<file path="config.mk">
export PLATFORM = sky130hd
export DESIGN_NAME = mlacc_mem_xbar
export DESIGN_NICKNAME = d
export VERILOG_FILES = /design/src/rtl/mlacc_mem_xbar.sv
export SDC_FILE = /design/constraint.sdc
export NUM_CORES = 1
export LEC_CHECK = 0
export BUFFER_PORTS_ARGS = -buffer_cell sky130_fd_sc_hd__buf_2
export CORE_AREA = 5 5 649 651
export CTS_CLUSTER_DIAMETER = 200
export DETAILED_ROUTE_END_ITERATION = 10
export DIE_AREA = 0 0 654 656
export PLACE_DENSITY_LB_ADDON = 0.05
export REMOVE_ABC_BUFFERS = 1
export SLEW_MARGIN = 10
export SYNTH_ARGS = -nofsm -noshare
export SYNTH_HDL_FRONTEND = slang
export SYNTH_SLANG_ARGS = --single-unit
export TNS_END_PERCENT = 10
</file>
<file path="constraint.sdc">
create_clock -name in_clk -period 5.6 [get_ports in_clk]
set_input_delay 0.84 -clock in_clk [delete_from_list [all_inputs] [get_ports in_clk]]
set_output_delay 0.84 -clock in_clk [all_outputs]
set_load 0.02 [all_outputs]
</file>
<file path="src/rtl/mlacc_mem_xbar.sv">
// mlacc_mem_xbar
//   Data-memory crossbar between the accelerator controller/datapath and
//   NUM_BANK single-cycle-latency dual-port bank RAMs.
//   - Port A of each bank serves the X/Y operand reads. If X and Y hit
//     different words of the same bank, the read is split over two cycles
//     and counted in out_conflict_cnt.
//   - Port B of each bank receives the Z writeback. It is never stalled.
//
// Ports
//   in_clk, in_reset        clock, synchronous active-high reset
//   in_req_valid / out_req_ready   X/Y read request handshake
//   in_addr_x, in_addr_y    operand byte addresses
//   out_rd_valid, out_X, out_Y     operand data, one-cycle valid pulse
//   in_we, in_addr_z, in_Z  Z write strobe, byte address, data
//   out_bank_a_addr         per-bank port A read address
//   in_bank_a_rdata         per-bank port A read data (1-cycle latency)
//   out_bank_b_we/addr/wdata       per-bank port B write controls
//   out_conflict_cnt        saturating count of split requests
module mlacc_mem_xbar #(
    parameter int DATA_W   = 128,
    parameter int NUM_BANK = 4,
    parameter int BANK_AW  = 14,
    parameter int BYTE_OFS = 4
) (
    input  logic                         in_clk,
    input  logic                         in_reset,
    input  logic                         in_req_valid,
    output logic                         out_req_ready,
    input  logic [31:0]                  in_addr_x,
    input  logic [31:0]                  in_addr_y,
    output logic                         out_rd_valid,
    output logic [DATA_W-1:0]            out_X,
    output logic [DATA_W-1:0]            out_Y,
    input  logic                         in_we,
    input  logic [31:0]                  in_addr_z,
    input  logic [DATA_W-1:0]            in_Z,
    output logic [NUM_BANK*BANK_AW-1:0]  out_bank_a_addr,
    input  logic [NUM_BANK*DATA_W-1:0]   in_bank_a_rdata,
    output logic [NUM_BANK-1:0]          out_bank_b_we,
    output logic [NUM_BANK*BANK_AW-1:0]  out_bank_b_addr,
    output logic [NUM_BANK*DATA_W-1:0]   out_bank_b_wdata,
    output logic [31:0]                  out_conflict_cnt
);

    localparam int BANK_BITS = $clog2(NUM_BANK);

    typedef enum logic {IDLE, SPLIT} state_t;

    function automatic logic [31:0] sat_inc(input logic [31:0] v);
        return (&v) ? v : v + 32'd1;
    endfunction

    state_t                 state;
    logic [BANK_BITS-1:0]   bank_x, bank_y, bank_z;
    logic [BANK_AW-1:0]     word_x, word_y, word_z;
    logic                   accept, same_bank, same_word, conflict;

    assign bank_x = in_addr_x[31 -: BANK_BITS];
    assign bank_y = in_addr_y[31 -: BANK_BITS];
    assign bank_z = in_addr_z[31 -: BANK_BITS];
    assign word_x = in_addr_x[BANK_AW-1+BYTE_OFS:BYTE_OFS];
    assign word_y = in_addr_y[BANK_AW-1+BYTE_OFS:BYTE_OFS];
    assign word_z = in_addr_z[BANK_AW-1+BYTE_OFS:BYTE_OFS];

    // Address bits outside bank/word fields are intentionally ignored.
    logic unused_addr_bits;
    assign unused_addr_bits = ^{in_addr_x, in_addr_y, in_addr_z};

    assign out_req_ready = (state == IDLE);
    assign accept        = in_req_valid & out_req_ready;
    assign same_bank     = (bank_x == bank_y);
    assign same_word     = (word_x == word_y);
    assign conflict      = same_bank & ~same_word;

    logic [DATA_W-1:0]    rdata [NUM_BANK];
    logic [BANK_AW-1:0]   a_addr [NUM_BANK];
    logic [BANK_AW-1:0]   a_addr_q [NUM_BANK];

    // Latched second half of a split request.
    logic [BANK_BITS-1:0] split_bank_p0;
    logic [BANK_AW-1:0]   split_word_p0;

    // Read-return stage: bank selects, hold register and valid.
    logic [BANK_BITS-1:0] sel_x_p1, sel_y_p1;
    logic                 from_hold_p1;
    logic [DATA_W-1:0]    hold_x_p1;
    logic                 vld_p1;
    logic [31:0]          conflict_cnt;

    for (genvar k = 0; k < NUM_BANK; k++) begin : g_bank
        assign rdata[k] = in_bank_a_rdata[k*DATA_W +: DATA_W];
        assign out_bank_a_addr[k*BANK_AW +: BANK_AW]  = a_addr[k];
        assign out_bank_b_addr[k*BANK_AW +: BANK_AW]  = word_z;
        assign out_bank_b_wdata[k*DATA_W +: DATA_W]   = in_Z;
        assign out_bank_b_we[k] = in_we & ~in_reset & (bank_z == BANK_BITS'(k));
    end

    // Port A steering; banks without a new request keep their last address.
    always_comb begin
        a_addr = a_addr_q;
        if (state == SPLIT) begin
            a_addr[split_bank_p0] = split_word_p0;
        end else if (accept) begin
            // Covers both the same-word case and the first half of a split.
            a_addr[bank_x] = word_x;
            if (!same_bank) begin
                a_addr[bank_y] = word_y;
            end
        end
    end

    // ---- request stage -> read-return stage ----
    always_ff @(posedge in_clk) begin
        if (in_reset) begin
            state        <= IDLE;
            vld_p1       <= 1'b0;
            from_hold_p1 <= 1'b0;
            hold_x_p1    <= '0;
            conflict_cnt <= '0;
        end else begin
            from_hold_p1 <= (state == SPLIT);
            vld_p1       <= (state == SPLIT) | (accept & ~conflict);
            if (state == SPLIT) begin
                // Bank now returns the X word read in the accept cycle.
                hold_x_p1 <= rdata[split_bank_p0];
                state     <= IDLE;
            end else if (accept && conflict) begin
                state        <= SPLIT;
                conflict_cnt <= sat_inc(conflict_cnt);
            end
        end
    end

    always_ff @(posedge in_clk) begin
        a_addr_q <= a_addr;
        if (accept) begin
            sel_x_p1      <= bank_x;
            sel_y_p1      <= bank_y;
            split_bank_p0 <= bank_y;
            split_word_p0 <= word_y;
        end
    end

    assign out_rd_valid     = vld_p1;
    assign out_X            = from_hold_p1 ? hold_x_p1 : rdata[sel_x_p1];
    assign out_Y            = rdata[sel_y_p1];
    assign out_conflict_cnt = conflict_cnt;

endmodule

</file>
# Yosys cells after proc, flatten, opt, wreduce, memory -nomap -nowiden
# Cells that the tools add are included.
# op_classes
n_reduce_logical,8
eq_ne,5
n_mux,20
n_lt_le_gt_ge,7
add_sub_neg,1
bitwise_logic,18
# ops
operator,n
$mux W128,5
$bmux W128 S2,2
$bwmux W56,3
$mux W56,3
$demux W14 S2,3
$mux W14,3
$add A32 B1 Y32 const B,1
$reduce_and A32 Y1,1
$eq A14 B14 Y1,1
$ge A3 B3 Y1 const B,4
$not A2 Y3,4
$lt A3 B1 Y1 const B,3
$and A1 B1 Y1,8
$not A1 Y1,5
$eq A2 B2 Y1 const B,2
$logic_and A1 B1 Y1,4
$reduce_and A3 Y1,1
$eq A2 B1 Y1 const B,1
$eq A2 B2 Y1,1
$logic_not A2 Y1,1
$reduce_or A2 Y1,1
$mux W1,1
$or A1 B1 Y1,1
# totals
out_inout_bits,918
elab_cells,71
ff_bits,237

# Logic depth before layout (Yosys ltp)
# Gate-level depths: netlist (run 1).
# logic_depth
word_depth,10
depth_mapped,9

# Least setup slack after synthesis (run 1)
# No wires, ideal clock.
# synth_timing
path_type,input -> output
startpoint,input port in_addr_x[30]
endpoint,output port out_bank_a_addr[28]
setup_slack_ns,2.445
path_buffers,2
path_stages,7
t_arrival_ns,2.315
path_cell_list,buf_2 -> nand2b_1 -> clkbuf_1 -> nand2_1 -> o21ai_1 -> a221oi_1 -> a31oi_1
# synth_between
elab_chain_len,10
# synth_rtl
element,line,text
from (decl),29,"input logic [31:0] in_addr_x,"
$not A2 Y3 (implied by the code),105,a_addr[bank_x] = word_x;
$ge A3 B3 Y1 (implied by the code) or $lt A3 B1 Y1 (tied branches),105,
$logic_and A1 B1 Y1 (implied by the code),105,
$mux W14 (implied by the code),105,
$demux W14 S2,105,
$bwmux W56,105,
$bwmux W56,107,a_addr[bank_y] = word_y;
$mux W56 (*),106,if (!same_bank) begin
$mux W56 (*),103,end else if (accept) begin
$mux W56 (*),101,if (state == SPLIT) begin
to (decl),37,"output logic [NUM_BANK*BANK_AW-1:0] out_bank_a_addr,"
# Every way passes the cells marked *; elsewhere a longest branch is shown, timed or not.

==> results.txt, run 1 <==
The number of max-capacitance violations reported came out at 0. The post-cts hold buffer count came out at 0. The die outline width came out at 654 um. The number of flops mapped to enable cells by yosys is 18. The count of clock tree sinks is roughly 240. The worst register-to-register path begins at sel_y_p1[0]$_DFFE_PP_. Dividing total power by cell area gives a power density of about 250 nW/um^2. The detail route stage leaves a number of antenna-violating nets equal to 0. The source-to-sink clock delay at the later pin of the worst-skew pair came out at 0.74 ns. The worst-case clock skew is roughly 0.072 ns.

For this run, the register share of the synthesized area comes to between 20% and 30%. The ratio of final minimum period to clock period came out at between 80% and 90%. The layout net count is roughly 3,100. The count of pins over their slew limit came to 0. The starting density of the core is between 5 and 6%. The number of buffer cells added on primary ports came out at approximately 900. The number of top-level pins came out at 1,658. Counting flops with an async set or reset pin after synthesis yields a share of 0%. The number of DRC violations after detailed-routing iteration 0 is 1,395. The number of antenna violations at the first check in global routing came out at 154. The worst register-to-register path ends at hold_x_p1[97]$_SDFFE_PP0P_. The flow ran to the end, and the final reports show no timing, DRC or antenna violations. In this run the worst hold path is classified as input pin to register.

The fill cell total of the finished layout came out at 48,350. The placeable core region came out at 414,900 um^2. Cells with a size suffix above 1 make up approximately three fifths of the layout.

The final count of negative-setup-slack endpoints came out at 0. Traced cell by cell, the critical path runs through buf_4 -> nor2b_1 -> mux2i_1 -> o21ai_0 -> buf_2. The DRC violation count after routing is 0. The largest driver fanout on the critical path came out at 16. Dividing the synthesized area by the synthesized cell count gives 10.48 um^2. The reg-to-reg setup timing slack is between 2 and 3 ns.

STA classifies the critical path startpoint as a register. Setup repair after global routing left no endpoint under its margin. The worst hold path begins at in_addr_y[16]. The commonest register cell after synthesis is sky130_fd_sc_hd__dfxtp_1. TritonCTS built the clock tree.

In this run the number of H-tree levels came out at 2. For the worst setup path, the data required time is 4.76 ns. The detailed placer's ending HPWL came out at 239,200 um.

The multi-input combinational cell area is 12,250 um^2. At the pin with the least slew margin, the transition time is 1.137 ns. The number of instances in the synthesized netlist came out at approximately 2,100. The wire length reported by the detailed router came out at approximately 290,000 um.

The root buffer cell is sky130_fd_sc_hd__clkbuf_16. The final-layout worst hold slack came out at 0.4401 ns. The post-synthesis to final-layout area growth came out at 38.91%.

The critical path arrival came out at between 3 and 4 ns. The pin count of the biggest net entering global routing came out at 74. The total overflow reported by the global router is 0.

The number of distinct library cell variants in the gate-level netlist after synthesis came out at 63. The number of buffers on the longest clock path is 3. Yosys printed 0 warnings.

The die outline area is 429,000 um^2. The number of rows created at floorplan is 237. STA classifies the critical path endpoint as an output pin. The number of cells on the worst hold path is 1.

The end point of the worst hold path is split_word_p0[12]$_DFFE_PP_. The first detailed-routing pass ran for 7 iterations. The largest single stage delay on the critical path is about 0.95 ns. For the worst flop-to-flop path, the logic depth is 5. The clock transition at the register clock pins on the worst setup and hold paths after CTS is roughly 0.06 ns. Gates resized during post-CTS repair numbered 0. The upper clock frequency limit came out at 0.2146 GHz. After clock tree synthesis, the setup repair step added 0 buffers. The highest ir drop seen on vdd came out at approximately 280 uV. Global routing consumed, over all layers together, 12.99% of the routing resources. The overall power of the completed layout came out at 7.549 mW. On the critical path, the stage with the largest delay is an instance of sky130_fd_sc_hd__nor2b_1.

The worst max-slew margin expressed relative to the limit is about a quarter. Dividing the detail-routed wire length by the instance count gives between 30 and 40 um. The via count of the first global-routing pass was 21,080. The detail-routed via count per cell came out at 2.607. The cell area that synthesis handed to floorplanning was 22,120 um^2. The total leakage power came out at between 10 and 15 nW. The register area came out at 4932 um^2. The final critical-path setup slack is approximately 0.94 ns. The die boundary height came out at between 600 and 700 um. The number of clock buffers added by TritonCTS is 49. The total via count in the routed design came out at 20,760. The number of storage elements in the synthesis netlist is 237. The placer congestion estimate came out at 0.7608. The category of the most critical setup path is register to output pin.

The worst slack at placement came out at 1.118 ns. The final count of hold timing violations is 0. The clock period could shrink to around 4.7 ns. The first global-routing pass estimated 344,200 um of wire.
-- through the flow --
step	cell area (um^2)	TNS, ns	instances	utilization [%]
6_report	30730	0	7962	7.407
5_1_grt	30650	0	7929	7.387
4_1_cts	30620	0	7917	7.380
3_5_place_dp	29080	0	7831	7.011
3_3_place_gp	29080	0	7831	7.011
2_1_floorplan	17200	-815.67	1390	-
-- cell usage after synthesis, types with 5 or more instances --
cell                       instances  area, um^2
sky130_fd_sc_hd__a21oi_1          24       120.1
sky130_fd_sc_hd__a221oi_1         20       175.2
sky130_fd_sc_hd__a22o_1           20       175.2
sky130_fd_sc_hd__a31oi_1          20       125.1
sky130_fd_sc_hd__buf_1            18       67.56
sky130_fd_sc_hd__buf_2            41       205.2
sky130_fd_sc_hd__buf_4           569        4272
sky130_fd_sc_hd__clkbuf_1         88       330.3
sky130_fd_sc_hd__dfxtp_1         219        4384
sky130_fd_sc_hd__edfxtp_1         18       540.5
sky130_fd_sc_hd__inv_1             8       30.03
sky130_fd_sc_hd__mux2_2          129        1453
sky130_fd_sc_hd__mux2i_1         165        1652
sky130_fd_sc_hd__mux4_2          256        5766
sky130_fd_sc_hd__nand2_1          95       356.6
sky130_fd_sc_hd__nand2b_1          9       56.30
sky130_fd_sc_hd__nand3_1          16       80.08
sky130_fd_sc_hd__nand4_2           5       62.56
sky130_fd_sc_hd__nor2_1          156       585.6
sky130_fd_sc_hd__nor2b_1          11       68.82
sky130_fd_sc_hd__nor3_1            6       30.03
sky130_fd_sc_hd__o211ai_1         32       240.2
sky130_fd_sc_hd__o21ai_0          42       210.2
sky130_fd_sc_hd__o21ai_1           8       40.04
sky130_fd_sc_hd__o22ai_1          32       200.2
sky130_fd_sc_hd__o31ai_1           6       45.04
sky130_fd_sc_hd__or3_1            11       68.82
sky130_fd_sc_hd__or4_1             9       67.56
sky130_fd_sc_hd__xnor2_1           5       43.79
sky130_fd_sc_hd__xor2_1           18       157.7
-- state kept, by name, indices dropped and copies added (netlist names) --
| name | cells |
|---|---|
| hold_x_p1 | 128 |
| a_addr_q | 56 |
| out_conflict_cnt | 32 |
| split_word_p0 | 14 |
| sel_x_p1 | 2 |
| sel_y_p1 | 2 |
| from_hold_p1 | 1 |
| out_rd_valid | 1 |
| state | 1 |
-- placed cells by master (no fill, tap or decap), types with 20 or more instances in the layout --
cell	n
sky130_fd_sc_hd__dfxtp_1	217
sky130_fd_sc_hd__diode_2	45
sky130_fd_sc_hd__a31oi_1	20
sky130_fd_sc_hd__mux4_2	256
sky130_fd_sc_hd__a21oi_1	24
sky130_fd_sc_hd__buf_2	898
sky130_fd_sc_hd__mux2_2	129
sky130_fd_sc_hd__a221oi_1	20
sky130_fd_sc_hd__buf_4	33
sky130_fd_sc_hd__o22ai_1	32
sky130_fd_sc_hd__clkbuf_1	21
sky130_fd_sc_hd__a22o_1	20
sky130_fd_sc_hd__mux2i_1	165
sky130_fd_sc_hd__clkbuf_16	49
sky130_fd_sc_hd__nor2_1	155
sky130_fd_sc_hd__nand2_1	95
sky130_fd_sc_hd__o211ai_1	32
sky130_fd_sc_hd__o21ai_0	42
-- worst max-delay path: cells and delay by family, from the launching register on --
family	cells	cell delay (ns)
flip-flops	1	0.68
AND/OR/NAND/NOR	1	0.95
AO/OA/AOI/OAI	1	0.47
buffers and inverters	2	0.78
multiplexers	1	0.17
-- report_power, final --
part	leakage, nW	internal [mW]	switching, mW	total [mW]
Sequential	1.97	1.85	0.0982	1.94
Combinational	7.52	0.936	1.56	2.50
Clock	0.736	1.73	1.38	3.11
-- routing by layer --
| metal | vias to the layer above | wire length (um) | track usage, % |
|---|---|---|---|
| li1 | 7886 | - | - |
| met1 | 9997 | 87290 | 11.00 |
| met2 | 2322 | 124500 | 19.71 |
| met3 | 428 | 65280 | 14.21 |
| met4 | 126 | 9234 | 3.280 |
| met5 | - | 4878 | 6.631 |
-- layout make-up --
cell class                 instances  area share [%]
inverter                           8         0.09772
antenna                           45          0.3664
multi-input combinational       1145           39.85
clock inverter                     8          0.3827
timing repair buffer             944           16.26
tap                             5497           22.38
sequential                       237           16.05
clock buffer                      78           4.605
-- cell families after synthesis --
logic type,synth area share [%]
AOI/OAI and AO/OA,6.402
xor gates and xnor gates,0.9841
muxes,40.21
adders and majority gates,0.05655
buffers and inverters,22.39
and+or+nand+nor,7.692
DFF,22.26
-- how the worst max path moves through the flow --
stage | startpoint | end | slack (ns) | depth (start not counted)
after floorplan | state$_SDFF_PP0_ | out_bank_a_addr[0] | -4.42 | 2
after global placement | in_addr_x[31] | out_bank_a_addr[22] | 1.10 | 7
after detailed placement | in_addr_x[31] | out_bank_a_addr[22] | 1.12 | 7
after CTS | sel_y_p1[0]$_DFFE_PP_ | out_bank_a_addr[27] | 0.58 | 5
after global routing | sel_y_p1[0]$_DFFE_PP_ | out_bank_a_addr[22] | 0.67 | 5
final | sel_y_p1[0]$_DFFE_PP_ | out_bank_a_addr[27] | 0.94 | 5
Note: power is estimated with default switching activity, not from simulation.
==> inputs of run 2 (changes only) <==
Settings changed: CORE_AREA 5 5 649 651 to 5 5 633 635, DIE_AREA 0 0 654 656 to 0 0 638 640.
Clock period 5.6 ns to 4.6 ns, I/O delays scaled along.
==> results.txt, run 2 (synthesis gave the netlist of run 1 again) <==
The run finished with clean final reports. The data required time of the worst path is 3.91 ns (-0.85 ns). The number of clock buffers inserted by TritonCTS came out at 50 (+2.0%). The DRC violation count after routing is 0 (unchanged). The worst setup path is of the register to output pin kind. The overall power of the completed layout is 9.515 mW (+26%). The worst-case clock skew came out at 0.04532 ns (-0.02717 ns). The placer congestion estimate is 0.7422 (-2.4%). The delay of the slowest cell on the worst path came out at 0.61 ns (-0.34 ns).

The wire length reported by the detailed router came to 285,600 um (-1.9%). The detailed placer's ending HPWL came out at 235,000 um (-1.8%). The pin count of the biggest net entering global routing came out at 85 (+15%). The kind of cell adding the most delay to the critical path is buffers and inverters. The starting density of the core came out at 5.607% (+0.27 points). The worst max-slew margin expressed relative to the limit is 20.46% (-3.6 points).

The post-synthesis to final-layout area growth came out at 38.99% (about the same). The flip-flop count of the largest register after layout came to 128 (unchanged). The number of buffers added for setup after CTS came out at 0 (unchanged). The post-cts resize count is 0 (unchanged).

The average wire per standard cell is 37.02 um (+1.2%). The number of antenna violations at the first check in global routing is 139 (-9.7%). The source-to-sink clock delay at the later pin of the worst-skew pair is 0.74 ns (about the same). Leaving out fill and tap cells, the most frequent cell in the layout is sky130_fd_sc_hd__buf_2.

The post-cts hold buffer count came out at 0 (unchanged). Among all stages on the critical path, the largest delay is contributed by sky130_fd_sc_hd__mux4_2. TritonCTS built the clock tree. The clock transition at the register clock pins on the worst setup and hold paths after CTS is 0.06 ns (about the same). The final cell count without fillers is 7,715 (-3.1%). The layout cell share with drive strength beyond 1 was 59.38% (+0.70 points). The die boundary height is 640 um (-2.4%).

The sum of buffers and inverters on the critical path came out at 3 (+1). The number of instances in the placed design is 7,596 (-3.0%). The first-pass iteration count of the detailed router is 5 (-2).

The total leakage power came out at 10.44 nW (+2.1%). The residual antenna-violating net count after detailed routing came to 0 (unchanged). The number of top-level pins is 1,658 (unchanged). The worst hold path class is input pin to register.

In the layout the commonest cells are 898 x sky130_fd_sc_hd__buf_2, 256 x sky130_fd_sc_hd__mux4_2, 217 x sky130_fd_sc_hd__dfxtp_1, 165 x sky130_fd_sc_hd__mux2i_1, 155 x sky130_fd_sc_hd__nor2_1. Ranked by flip-flop count, first place goes to hold_x_p1. The critical path capture point type is an output pin. The via count of the first global-routing pass came out at 21,030 (-0.26%). The global-route total usage across every layer is 13.35% (+0.36 points).

Walking the worst path, the cells encountered are buf_12 -> buf_4 -> mux4_2 -> mux2_2 -> buf_2. The number of rows created at floorplan came out at 231 (-2.5%). The count of clock tree sinks is 237 (unchanged).

Setup repair after global routing left no endpoint under its margin. The die outline width came out at 638 um (-2.4%). The count of pins over their slew limit came out at 0 (unchanged). The total overflow reported by the global router came to 0 (unchanged). The layout net count is 3,147 (+0.67%). The accumulated negative setup slack is 0 ns (unchanged).

The fill cell total of the finished layout is 46,040 (-4.8%). The number of DRC violations after detailed-routing iteration 0 came out at 1,301 (-6.7%). The total power density per cell area came out at 309.5 nW/um^2 (+26%). The root buffer cell chosen for the clock tree is sky130_fd_sc_hd__clkbuf_16. The first-pass GRT wire length came to 338,100 um (-1.8%).

The shortest period the worst path allows came out at between 3 and 4 ns. The die outline area came out at 408,300 um^2 (-4.8%). The largest driver fanout on the critical path is 53 (+37). The number of buffers on the longest clock path is 3 (unchanged).

The number of H-tree levels is 2 (unchanged). The final count of negative-setup-slack endpoints came out at 0 (unchanged). For this run, the top clock speed supported by timing is around 0.26 GHz. The number of buffer cells added on primary ports came out at 899 (unchanged). STA classifies the critical path startpoint as a register.

The critical path arrival is 3.13 ns (-0.69 ns). The ratio of final minimum period to clock period came out at 83.12%. The detail-routed via count per cell came out at 2.718 (+4.2%). The slew at the pin closest to its max-slew limit came out at 1.193 ns (+0.05619 ns). The final count of hold timing violations came out at 0 (unchanged).

The number of max-capacitance violations reported is 0 (unchanged). The highest ir drop seen on vdd came out at 288.0 uV (+2.5%). The total via count in the routed design came to 20,970 (+1.0%).

The placeable core region is 394,500 um^2 (-4.9%).
==> run 2: cell count changes in the layout (fill, tap and decap cells not counted), sizes merged <==
cell      previous run  this run
clkbuf              78        84
buf                944       963
clkinvlp             1         0
diode               45        26
inv                  8         9
bufinv               0         2
==> run 2: cell type report <==
cell class	instances	area, um^2	area share (%)
multi-input cells	1145	12250	39.83
repair buffers	964	5171	16.82
well taps	5242	6559	21.33
diodes	26	65.06	0.2116
flip-flops and latches	237	4932	16.04
clock inverters	10	176.4	0.5738
inverters	8	30.03	0.09766
clock buffers	83	1567	5.095
==> run 2: power by group <==
group          internal (mW)  switching [mW]  total (mW)
logic                   1.15            1.88        3.04
clock network           2.43            1.69        4.12
registers               2.25           0.114        2.36
==> run 2: per-layer routing <==
layer / routed length (um) / vias up / track usage (%)
li1: - / 7899 / -
met1: 87300 / 10170 / 11.61
met2: 120600 / 2396 / 19.90
met3: 63650 / 394 / 14.45
met4: 9650 / 115 / 3.611
met5: 4365 / - / 6.853
==> run 2: final timing paths <==
kind / start / slack, ns / to / cells past startpoint
worst max-delay path: sel_x_p1[0]$_DFFE_PP_ / 0.78 / out_X[79] / 5
worst max register to register: out_conflict_cnt[0]$_SDFFE_PP0P_ / 1.79 / out_conflict_cnt[6]$_SDFFE_PP0P_ / 8
worst min register to register: hold_x_p1[81]$_SDFFE_PP0P_ / 0.49 / hold_x_p1[81]$_SDFFE_PP0P_ / 2
worst min-delay path: in_addr_y[15] / 0.27 / split_word_p0[11]$_DFFE_PP_ / 1
==> run 2: stage by stage <==
step	setup WS, ns	cell area (um^2)	hold WS (ns)	utilization, %
after floorplan	-5.275	17200	0.4544	-
after global placement	0.8871	28940	0.4740	7.335
after detailed placement	0.8877	28940	0.4810	7.335
after CTS	0.5424	30680	0.1686	7.777
after global routing	0.5495	30700	0.2174	7.783
final	0.7765	30750	0.2704	7.793
==> inputs of run 3 (changes only) <==
Settings changed: CORE_AREA 5 5 633 635 to 5 5 646 648, DIE_AREA 0 0 638 640 to 0 0 651 653.
Clock period 4.6 ns to 3.1 ns, I/O delays scaled along.
==> results.txt, run 3 (synthesis gave the netlist of run 1 again) <==
The accumulated negative setup slack is -0.08177 ns (-0.08177 ns). The flow ran to the end, but the final reports show violations. The total power density per cell area came out at 440.2 nW/um^2 (+42%).

The via count of the first global-routing pass came to 21,770 (+3.6%). The total net switching power is 5.747 mW (+56%). The met3 wirelength from detailed routing came to 63,090 um (-0.88%). The placeable core region was 411,300 um^2 (+4.3%). The source-to-sink clock delay at the later pin of the worst-skew pair is 0.76 ns (+0.02 ns). The final reports fail on negative setup slack. The placer congestion estimate came out at 0.7823 (+5.4%).

TritonCTS built the clock tree. The most common cell after layout, fill and taps aside is sky130_fd_sc_hd__buf_2. The die boundary height came out at 653 um (+2.0%). The ratio of final minimum period to clock period is 100.7%. The delay of the slowest cell on the worst path came out at 0.56 ns (-0.05 ns). The signal on the critical path passes through buf_12 -> buf_16 -> buf_16 -> mux4_2 -> mux2_2 -> buf_6. The sum of buffers and inverters on the critical path is 4 (+1).

The upper clock frequency limit came out at ~0.32 GHz. The slew at the pin closest to its max-slew limit came out at 0.8172 ns (-0.3760 ns). The multi-input combinational cell area came out at 12,540 um^2 (+2.4%). The number of cells on the worst hold path came to 2 (+1). The number of max-capacitance violations reported is 0 (unchanged). The count of clock tree sinks is 237 (unchanged). The power share of the clock group came to 40.9% (-2.4 points). The count of pins over their slew limit came out at 0 (unchanged). The shortest period the worst path allows is 3.121 ns.

The residual antenna-violating net count after detailed routing came out at 0 (unchanged). The critical path depth in cells was 6 (+1). The data required time of the worst path was 2.63 ns (-1.28 ns). The worst-case clock skew is 0.1058 ns (+0.06046 ns). The start point of the critical path is sel_x_p1[0]$_DFFE_PP_. By instance count, the cell type seen most on the critical path is sky130_fd_sc_hd__buf_16. The number of rows created at floorplan came out at 236 (+2.2%). The detailed placer's ending HPWL is 240,200 um (+2.2%). The DRC violation count after routing is 0 (unchanged). The part of the power in combinational logic came out at 35.9% (+4.0 points).

The wire length reported by the detailed router was 295,300 um (+3.4%). The number of buffer cells added on primary ports is 899 (unchanged). The final critical-path setup slack is -0.02068 ns (-0.7972 ns). The final count of hold timing violations came out at 0 (unchanged). The average wire per standard cell is 36.60 um (-1.1%). The flip-flop count of the largest register after layout came to 128 (unchanged). The final instance area is 34,210 um^2 (+11%). The starting density of the core is 5.378% (-0.23 points). The root buffer cell is sky130_fd_sc_hd__clkbuf_16.

STA classifies the critical path startpoint as a register. The worst setup path is captured at an output pin. The number of clock buffers inserted by TritonCTS came to 51 (+2.0%). The fraction of power consumed by sequential logic came to 23.2% (-1.6 points). The worst setup path is of the register to output pin kind. The number of DRC violations after detailed-routing iteration 0 came to 1,288 (-1.0%). The critical hold path startpoint is in_addr_y[13]. The detail-routed via count per cell is 2.674 (-1.6%). The met2 wirelength from detailed routing came out at 124,900 um (+3.6%). Setup repair after global routing could not meet its margin everywhere.

The total via count in the routed design is 21,570 (+2.9%). The depth of the worst register-to-register path is 7 (-1). The highest metal layer with signal wires is met5. The worst max-slew margin expressed relative to the limit came out at 45.34% (+25 points). The final-layout worst hold slack was 0.1243 ns (-0.1461 ns). The first-pass GRT wire length is 347,100 um (+2.7%).

The worst hold path belongs to the class input pin to register. Among all stages on the critical path, the largest delay is contributed by sky130_fd_sc_hd__mux4_2. The wire length on met1 is 92,090 um (+5.5%). The pin count of the biggest net entering global routing is 62 (-27%). The critical path arrival came out at 2.66 ns (-0.47 ns). The die outline width is 651 um (+2.0%). The register area came out at 4932 um^2 (unchanged). The number of buffers on the longest clock path is 3 (unchanged). The layout cell share with drive strength beyond 1 came to 61.94% (+2.6 points). The kind of cell adding the most delay to the critical path is multiplexers. The first-pass iteration count of the detailed router is 5 (unchanged). The post-synthesis to final-layout area growth is 54.63%.

The largest driver fanout on the critical path is 7 (-87%). The startpoint identified for the worst register-to-register timing path is out_conflict_cnt[12]$_SDFFE_PP0P_. The worst slack at placement is 0.1684 ns (-0.7193 ns). The layout net count is 3,257 (+3.5%). More flip-flops sit in one register than any other, and that register is hold_x_p1. The total leakage power came out at 11.81 nW (+13%). The cell internal power dissipation came out at 9.311 mW (+60%). The final core utilization is 8.316% (+0.52 points).

The final count of negative-setup-slack endpoints was 7 (+7). The highest ir drop seen on vdd is 406.0 uV (+41%). The number of H-tree levels came out at 2 (unchanged). The post-detailed-placement cell area came to 29,980 um^2 (+3.6%). The switching part of the total came out at 38.17% (-0.58 points). The clock transition at the register clock pins on the worst setup and hold paths after CTS is 0.05 ns (about the same).

The number of antenna violations at the first check in global routing is 140 (+0.72%). The fill cell total of the finished layout was 47,820 (+3.9%). The die outline area was 425,100 um^2 (+4.1%). The global-route total usage across every layer came out at 13.13% (-0.22 points). The number of top-level pins is 1,658 (unchanged).

The top cell types in the final layout, fill and taps aside, are 706 x sky130_fd_sc_hd__buf_2, 256 x sky130_fd_sc_hd__mux4_2, 217 x sky130_fd_sc_hd__dfxtp_1, 189 x sky130_fd_sc_hd__buf_6, 165 x sky130_fd_sc_hd__mux2i_1. The total overflow reported by the global router came out at 0 (unchanged).
==> run 3: path summary, 6_finish.rpt <==
| check | to | slack (ns) |
|---|---|---|
| setup / recovery | out_X[46] | -0.02 |
| hold / removal | split_word_p0[9]$_DFFE_PP_ | 0.12 |
| setup reg to reg | out_conflict_cnt[6]$_SDFFE_PP0P_ | 0.62 |
| hold reg to reg | hold_x_p1[116]$_SDFFE_PP0P_ | 0.49 |
==> run 3: per-layer routing <==
metal / vias up / global-route usage [%]
met5: - / 6.293
met4: 120 / 3.880
met3: 449 / 14.09
met2: 2388 / 19.50
met1: 10470 / 11.47
li1: 8143 / -
==> run 3: layout make-up <==
class	instances	share of cell area, %
antenna	34	0.2487
inverter	8	0.09510
timing repair buffer	1073	23.42
clock buffer	79	4.477
multi-input combinational	1145	36.65
tap	5474	20.02
clock inverter	17	0.6694
sequential	237	14.42
==> run 3: metrics by stage <==
stage	std cells	power, mW
5_1_grt	8041	15.93
4_1_cts	8020	15.61
3_3_place_gp	7894	8.430
2_1_floorplan	1390	5.967
3_5_place_dp	7894	8.376
6_report	8067	15.06
==> run 3: power groups by stage <==
stage | Sequential [mW] | Clock (mW) | Combinational, mW
final | 3.50 | 6.15 | 5.40
after global routing | 3.52 | 6.68 | 5.73
after CTS | 3.50 | 6.66 | 5.45
after detailed placement | 3.56 | 0 | 4.82
after global placement | 3.57 | 0 | 4.86
after floorplan | 3.67 | 0 | 2.30
==> run 3: timing repair <==
action	in CTS	in global routing
cloned	10	8
setup buffers	12	11
setup endpoints to repair	289	270
endpoints found under the hold margin	8	0
resized for setup	461	63
pin swaps	1	0
hold buffers	8	0
